[src/rtl/vga_pkg.sv]
// Default 640x480@60 timing constants and helpers shared by the scanout path.
package vga_pkg;

    localparam int H_ACTIVE_D = 640;
    localparam int H_FP_D     = 16;
    localparam int H_SYNC_D   = 96;
    localparam int H_BP_D     = 48;
    localparam int V_ACTIVE_D = 480;
    localparam int V_FP_D     = 10;
    localparam int V_SYNC_D   = 2;
    localparam int V_BP_D     = 33;

    localparam int H_TOTAL_D  = H_ACTIVE_D + H_FP_D + H_SYNC_D + H_BP_D;
    localparam int V_TOTAL_D  = V_ACTIVE_D + V_FP_D + V_SYNC_D + V_BP_D;

    // Sync windows are half-open: [start, end)
    localparam int HS_START_D = H_ACTIVE_D + H_FP_D;
    localparam int HS_END_D   = H_ACTIVE_D + H_FP_D + H_SYNC_D;
    localparam int VS_START_D = V_ACTIVE_D + V_FP_D;
    localparam int VS_END_D   = V_ACTIVE_D + V_FP_D + V_SYNC_D;

    localparam int CNT_W = 11;

    // True when val lies in the half-open window [lo, hi)
    function automatic logic in_window(input logic [CNT_W-1:0] val,
                                       input int lo,
                                       input int hi);
        return (int'(val) >= lo) && (int'(val) < hi);
    endfunction

endpackage

[src/rtl/vga_timing_counter.sv]
// Pixel-enable divider plus horizontal/vertical scan counters and raw decodes.
module vga_timing_counter
    import vga_pkg::*;
#(
    parameter int H_ACTIVE = H_ACTIVE_D,
    parameter int H_FP     = H_FP_D,
    parameter int H_SYNC   = H_SYNC_D,
    parameter int H_BP     = H_BP_D,
    parameter int V_ACTIVE = V_ACTIVE_D,
    parameter int V_FP     = V_FP_D,
    parameter int V_SYNC   = V_SYNC_D,
    parameter int V_BP     = V_BP_D
) (
    input  logic             i_clk,
    input  logic             i_rst_n,
    output logic             o_pix_en,
    output logic [CNT_W-1:0] o_hcount,
    output logic [CNT_W-1:0] o_vcount,
    output logic             o_visible,
    output logic             o_hs_raw,
    output logic             o_vs_raw,
    output logic             o_frame_wrap
);

    localparam int H_TOTAL  = H_ACTIVE + H_FP + H_SYNC + H_BP;
    localparam int V_TOTAL  = V_ACTIVE + V_FP + V_SYNC + V_BP;
    localparam int HS_START = H_ACTIVE + H_FP;
    localparam int HS_END   = H_ACTIVE + H_FP + H_SYNC;
    localparam int VS_START = V_ACTIVE + V_FP;
    localparam int VS_END   = V_ACTIVE + V_FP + V_SYNC;

    localparam logic [CNT_W-1:0] H_LAST = CNT_W'(H_TOTAL - 1);
    localparam logic [CNT_W-1:0] V_LAST = CNT_W'(V_TOTAL - 1);
    localparam logic [CNT_W-1:0] H_VIS  = CNT_W'(H_ACTIVE);
    localparam logic [CNT_W-1:0] V_VIS  = CNT_W'(V_ACTIVE);

    logic             r_pix_en;
    logic [CNT_W-1:0] r_hcount;
    logic [CNT_W-1:0] r_vcount;
    logic             w_h_last;
    logic             w_v_last;

    assign w_h_last = (r_hcount == H_LAST);
    assign w_v_last = (r_vcount == V_LAST);

    // Divide-by-2 pixel enable; counters step once per pixel and wrap at their totals
    always_ff @(posedge i_clk or negedge i_rst_n) begin
        if (!i_rst_n) begin
            r_pix_en <= 1'b0;
            r_hcount <= '0;
            r_vcount <= '0;
        end else begin
            r_pix_en <= ~r_pix_en;
            if (r_pix_en) begin
                if (w_h_last) begin
                    r_hcount <= '0;
                    if (w_v_last) begin
                        r_vcount <= '0;
                    end else begin
                        r_vcount <= r_vcount + 1'b1;
                    end
                end else begin
                    r_hcount <= r_hcount + 1'b1;
                end
            end
        end
    end

    assign o_pix_en     = r_pix_en;
    assign o_hcount     = r_hcount;
    assign o_vcount     = r_vcount;
    assign o_visible    = (r_hcount < H_VIS) && (r_vcount < V_VIS);
    assign o_hs_raw     = in_window(r_hcount, HS_START, HS_END);
    assign o_vs_raw     = in_window(r_vcount, VS_START, VS_END);
    assign o_frame_wrap = w_h_last && w_v_last;

endmodule

[src/rtl/vga_scanout.sv]
// VGA scanout: frame RAM read addressing, 1bpp colour expansion and registered DAC outputs.
module vga_scanout
    import vga_pkg::*;
#(
    parameter int          H_ACTIVE = H_ACTIVE_D,
    parameter int          H_FP     = H_FP_D,
    parameter int          H_SYNC   = H_SYNC_D,
    parameter int          H_BP     = H_BP_D,
    parameter int          V_ACTIVE = V_ACTIVE_D,
    parameter int          V_FP     = V_FP_D,
    parameter int          V_SYNC   = V_SYNC_D,
    parameter int          V_BP     = V_BP_D,
    parameter logic [23:0] FG_RGB   = 24'hFFFFFF,
    parameter logic [23:0] BG_RGB   = 24'h000000
) (
    input  logic        clk,
    input  logic        rst_n,
    output logic [10:0] rd_x,
    output logic [10:0] rd_y,
    output logic        rd_en,
    input  logic        rd_data,
    output logic [7:0]  VGA_R,
    output logic [7:0]  VGA_G,
    output logic [7:0]  VGA_B,
    output logic        VGA_HS,
    output logic        VGA_VS,
    output logic        VGA_BLANK_N,
    output logic        VGA_SYNC_N,
    output logic        VGA_CLK,
    output logic        frame_start
);

    logic             w_pix_en;
    logic [CNT_W-1:0] w_hcount;
    logic [CNT_W-1:0] w_vcount;
    logic             w_visible;
    logic             w_hs_raw;
    logic             w_vs_raw;
    logic             w_frame_wrap;
    logic [23:0]      w_rgb;

    logic             r_hs;
    logic             r_vs;
    logic             r_blank_n;
    logic [23:0]      r_rgb;
    logic             r_vga_clk;
    logic             r_frame_start;

    vga_timing_counter #(
        .H_ACTIVE (H_ACTIVE),
        .H_FP     (H_FP),
        .H_SYNC   (H_SYNC),
        .H_BP     (H_BP),
        .V_ACTIVE (V_ACTIVE),
        .V_FP     (V_FP),
        .V_SYNC   (V_SYNC),
        .V_BP     (V_BP)
    ) u_timing (
        .i_clk        (clk),
        .i_rst_n      (rst_n),
        .o_pix_en     (w_pix_en),
        .o_hcount     (w_hcount),
        .o_vcount     (w_vcount),
        .o_visible    (w_visible),
        .o_hs_raw     (w_hs_raw),
        .o_vs_raw     (w_vs_raw),
        .o_frame_wrap (w_frame_wrap)
    );

    assign rd_x  = w_hcount;
    assign rd_y  = w_vcount;
    assign rd_en = w_visible;

    // Colour select; rd_data is only looked at when visible so blanking never leaks X or stale colour
    always_comb begin
        w_rgb = 24'h000000;
        if (w_visible) begin
            if (rd_data) begin
                w_rgb = FG_RGB;
            end else begin
                w_rgb = BG_RGB;
            end
        end
    end

    // Output register updates on pixel enable; DAC clock and frame strobe run every clk
    always_ff @(posedge clk or negedge rst_n) begin
        if (!rst_n) begin
            r_hs          <= 1'b1;
            r_vs          <= 1'b1;
            r_blank_n     <= 1'b0;
            r_rgb         <= 24'h000000;
            r_vga_clk     <= 1'b0;
            r_frame_start <= 1'b0;
        end else begin
            r_vga_clk     <= ~w_pix_en;
            r_frame_start <= w_pix_en & w_frame_wrap;
            if (w_pix_en) begin
                r_hs      <= ~w_hs_raw;
                r_vs      <= ~w_vs_raw;
                r_blank_n <= w_visible;
                r_rgb     <= w_rgb;
            end
        end
    end

    assign VGA_R       = r_rgb[23:16];
    assign VGA_G       = r_rgb[15:8];
    assign VGA_B       = r_rgb[7:0];
    assign VGA_HS      = r_hs;
    assign VGA_VS      = r_vs;
    assign VGA_BLANK_N = r_blank_n;
    assign VGA_SYNC_N  = 1'b0;
    assign VGA_CLK     = r_vga_clk;
    assign frame_start = r_frame_start;

endmodule

[config.mk]
export PLATFORM = sky130hd
export DESIGN_NAME = vga_scanout
export DESIGN_NICKNAME = d
export VERILOG_FILES = /design/src/rtl/vga_pkg.sv /design/src/rtl/vga_timing_counter.sv /design/src/rtl/vga_scanout.sv
export SDC_FILE = /design/constraint.sdc
export NUM_CORES = 1
export LEC_CHECK = 0
export CAP_MARGIN = 15
export CORE_ASPECT_RATIO = 1.4
export CORE_MARGIN = 10
export CORE_UTILIZATION = 48
export DETAILED_ROUTE_END_ITERATION = 10
export PLACE_DENSITY = 0.84
export RECOVER_POWER = 25
export SLEW_MARGIN = 40
export SYNTH_ARGS = -nofsm -noshare
export SYNTH_HDL_FRONTEND = slang
export SYNTH_SLANG_ARGS = --single-unit
export TNS_END_PERCENT = 5
[constraint.sdc]
create_clock -name clk -period 5.3 [get_ports clk]
set_input_delay 1.06 -clock clk [delete_from_list [all_inputs] [get_ports clk]]
set_output_delay 1.06 -clock clk [all_outputs]
set_load 0.02 [all_outputs]
==> results by group <==
Placement
  – DP Area: 2001 um2
  – DP HPWL: 3.026 mm
  – Port Buffers: 54
  – Global placer's final weighted congestion: 0.8010

Die
  – Initial core utilization: 50.47%
  – Die X: 68.90 um
  – Die area: 6094 um2
  – Core Box Area: 3183 um2
  – Die H: 88.45 um
  – Rows: 24
  – # IOs: 56

Synth
  – Simple-Gate Fraction of Synth Area: 23.05%
  – Top cells by area, synth: dfrtp_1 40%, buf_4 12%, a22o_1 3.8%
  – Synth cell count leaders: 26 x buf_4, 26 x dfrtp_1, 12 x nand2_1, 12 x nor2_1, 12 x o21ai_0
  – Post-synth ARST share: 100.0%
  – Adder-Cell Fraction of Synth Area: 2.336%
  – Post-synthesis net count: 176
  – Synthesis-stage register bit count: 28
  – Ys flop type: dfrtp_1
  – Post-synthesis compound-gate area fraction: 10.36%
  – Syn Inst Count: 170
  – Synth Cell Area: 1607 um2
  – Main combinational cell family by area after synthesis: simple AND/OR/NAND/NOR gates
  – Post-synthesis xor/xnor area fraction: 4.907%
  – Area leader, netlist: dfrtp_1
  – Synth top area share: 40.50%
  – Sequential area share after synthesis: 43.77%
  – Synth warn: 0
  – Mux cell area share after synthesis: 1.324%
  – Synth Area per Inst: 9.450 um2
  – Netlist cell types: 33
  – Number of synthesized flops with an enable pin: 0

STA
  – Final Skew: 0.003767 ns
  – Final hold vios: 0
  – Post-Route Setup TNS: 0 ns
  – Slew headroom: 1.727%
  – RSZ-0062 raised after global routing: no
  – Worst slew pin tran: 1.474 ns
  – Final Setup Violations: 0
  – Fin crit period: 2.864 ns
  – Pins Over Slew Limit: 0
  – F_max: 0.3492 GHz
  – Fin crit share: 54.03%

Global route
  – GRT overflow: 0
  – Vias in the first global route: 1,371
  – Largest net degree at the start of global routing: 29
  – Total GRT Usage: 13.28%
  – Antenna violations before repair: 0
  – Global-route wire length before repair: 6.472 mm

Final layout
  – Fin area: 2076 um2
  – Total Nets Final: 209
  – Antenna diode count: 0
  – Layout cells sized above 1: 4.950%
  – Area growth syn-to-layout: 29.21%

Route
  – DR WL met3: 498 um
  – Vias/cell: 5.548
  – DR pass1 iterations: 4
  – Wire per inst: 16.30 um
  – DR top layer: met4
  – Vias: 1,337
  – Antenna Nets Post-Route: 0
  – Wl on met1: 1.512 mm
  – Post-Route WL: 3.928 mm
  – Met2 wire length: 1.876 mm
  – DRC Markers: 0
  – Initial DRC Count: 26

Clocking
  – Post-CTS Setup Bufs: 0
  – CTS Sinks: 28
  – CTS resizes: 0
  – CTS Hold Buffers Added: 0
  – Worst-skew pair later-pin latency: 0.28 ns
  – Maximum buffer depth of the clock tree: 2
  – CTS tree: done
  – Root buf cell: clkbuf_8
  – Clock transition at the registers of the reported paths: 0.10 ns
  – H-tree Lvls: 1
  – Cts bufs inserted: 3

Flow run
  – Max-cap violations: 0

Setup path
  – Slowest-stage cell, CP: clkdlybuf4s50_1
  – Critical-path cell list: nand4_1 -> and3_1 -> clkdlybuf4s50_1
  – Crit path launch type: flip-flop
  – CP max FO: 7
  – Arr. time, crit path: 1.80 ns
  – CP Data Required Time: 4.24 ns
  – CP Class: flip-flop to output port
  – CP peak stage delay: 0.62 ns
  – Crit end category: output port

Pwr
  – Max VDD drop: 0.2277 mV
  – PD cells: 204.5 nW/um2
  – Total power: 424.5 uW
  – Lkg Pwr: 0.8581 nW

Status
  – Status: finished clean

Worst hold path
  – Hold crit path type: flip-flop to flip-flop
## cells in the final DEF (no fill, tap or decap), types with 2 or more instances in the layout
cell type	count
a21oi_1	2
a22o_1	7
and2_1	2
and3_1	5
clkbuf_8	3
clkdlybuf4s50_1	53
dfrtp_1	26
dfstp_2	2
ha_1	3
inv_1	6
nand2_1	12
nand3_1	10
nand4_1	4
nor2_1	12
nor2b_1	4
nor3_1	6
nor4_1	7
o21ai_0	12
o2bb2ai_1	2
xnor2_1	7
xor2_1	2
## worst max-delay path: cells and delay by family (launching register included)
kind                   cells  cell delay, ns
buffers and inverters      1            0.62
DFF                        1            0.47
and+or+nand+nor            2            0.44
## routing by layer
metal | vias up | global-route usage, %
met5 | - | 0
met4 | 0 | 5.216
met3 | 4 | 5.443
met2 | 50 | 21.92
met1 | 645 | 14.62
li1 | 638 | -
## report_power, final
part | switching (mW) | internal [mW] | total, mW | leakage (nW)
clock network | 0.0696 | 0.101 | 0.171 | 0.0357
logic | 0.0211 | 0.0167 | 0.0378 | 0.460
registers | 0.00207 | 0.214 | 0.216 | 0.362
## sequential cells by signal, indices dropped and copies added (netlist names)
name               count
u_timing.o_vcount     11
frame_start            1
u_timing.o_hcount     11
VGA_HS                 1
u_timing.o_pix_en      1
r_rgb                  1
VGA_BLANK_N            1
VGA_VS                 1
## metrics by stage
step / std cells / hold slack [ns] / utilization (%) / worst slack [ns]
2_1_floorplan: 170 / 0.5165 / - / 3.213
3_3_place_gp: 236 / 0.4827 / 62.85 / 2.774
3_5_place_dp: 236 / 0.4835 / 62.85 / 2.744
5_1_grt: 241 / 0.5281 / 65.21 / 2.292
4_1_cts: 240 / 0.4969 / 65.09 / 2.430
6_report: 241 / 0.4973 / 65.21 / 2.436
## final timing paths
| check | endpoint | slack, ns | start | depth (start not counted) |
|---|---|---|---|---|
| min in group asynchronous | u_timing.o_vcount[6] | 1.65 | rst_n | 2 |
| max in group asynchronous | u_timing.o_hcount[2] | 2.79 | rst_n | 2 |
| min | VGA_HS | 0.50 | VGA_HS | 2 |
| max reg2reg | u_timing.o_vcount[9] | 2.84 | u_timing.o_hcount[5] | 5 |
| max | rd_en | 2.44 | u_timing.o_vcount[5] | 3 |
| min reg2reg | VGA_HS | 0.50 | VGA_HS | 2 |
## area by class of cell
| cell class | count | area, um2 |
|---|---|---|
| multi-input cells | 108 | 678.2 |
| repair buffers | 56 | 551.8 |
| clock buffers | 3 | 41.29 |
| well taps | 39 | 48.80 |
| clock inverters | 1 | 30.03 |
| inverters | 6 | 22.52 |
| fillers | 276 | 1107 |
| flip-flops and latches | 28 | 703.2 |
## kinds of logic (layout without fill, tap and decap cells)
kind of cell | after synthesis | count (layout)
flip-flops | 28 | 28
other | 1 | 1
multiplexers | 2 | 2
AO/OA/AOI/OAI | 25 | 25
XOR/XNOR | 9 | 9
AND/OR/NAND/NOR | 68 | 68
buffers and inverters | 34 | 66
adder cells (fa/ha/maj) | 3 | 3
No activity file was read; power rests on OpenSTA's default activity.
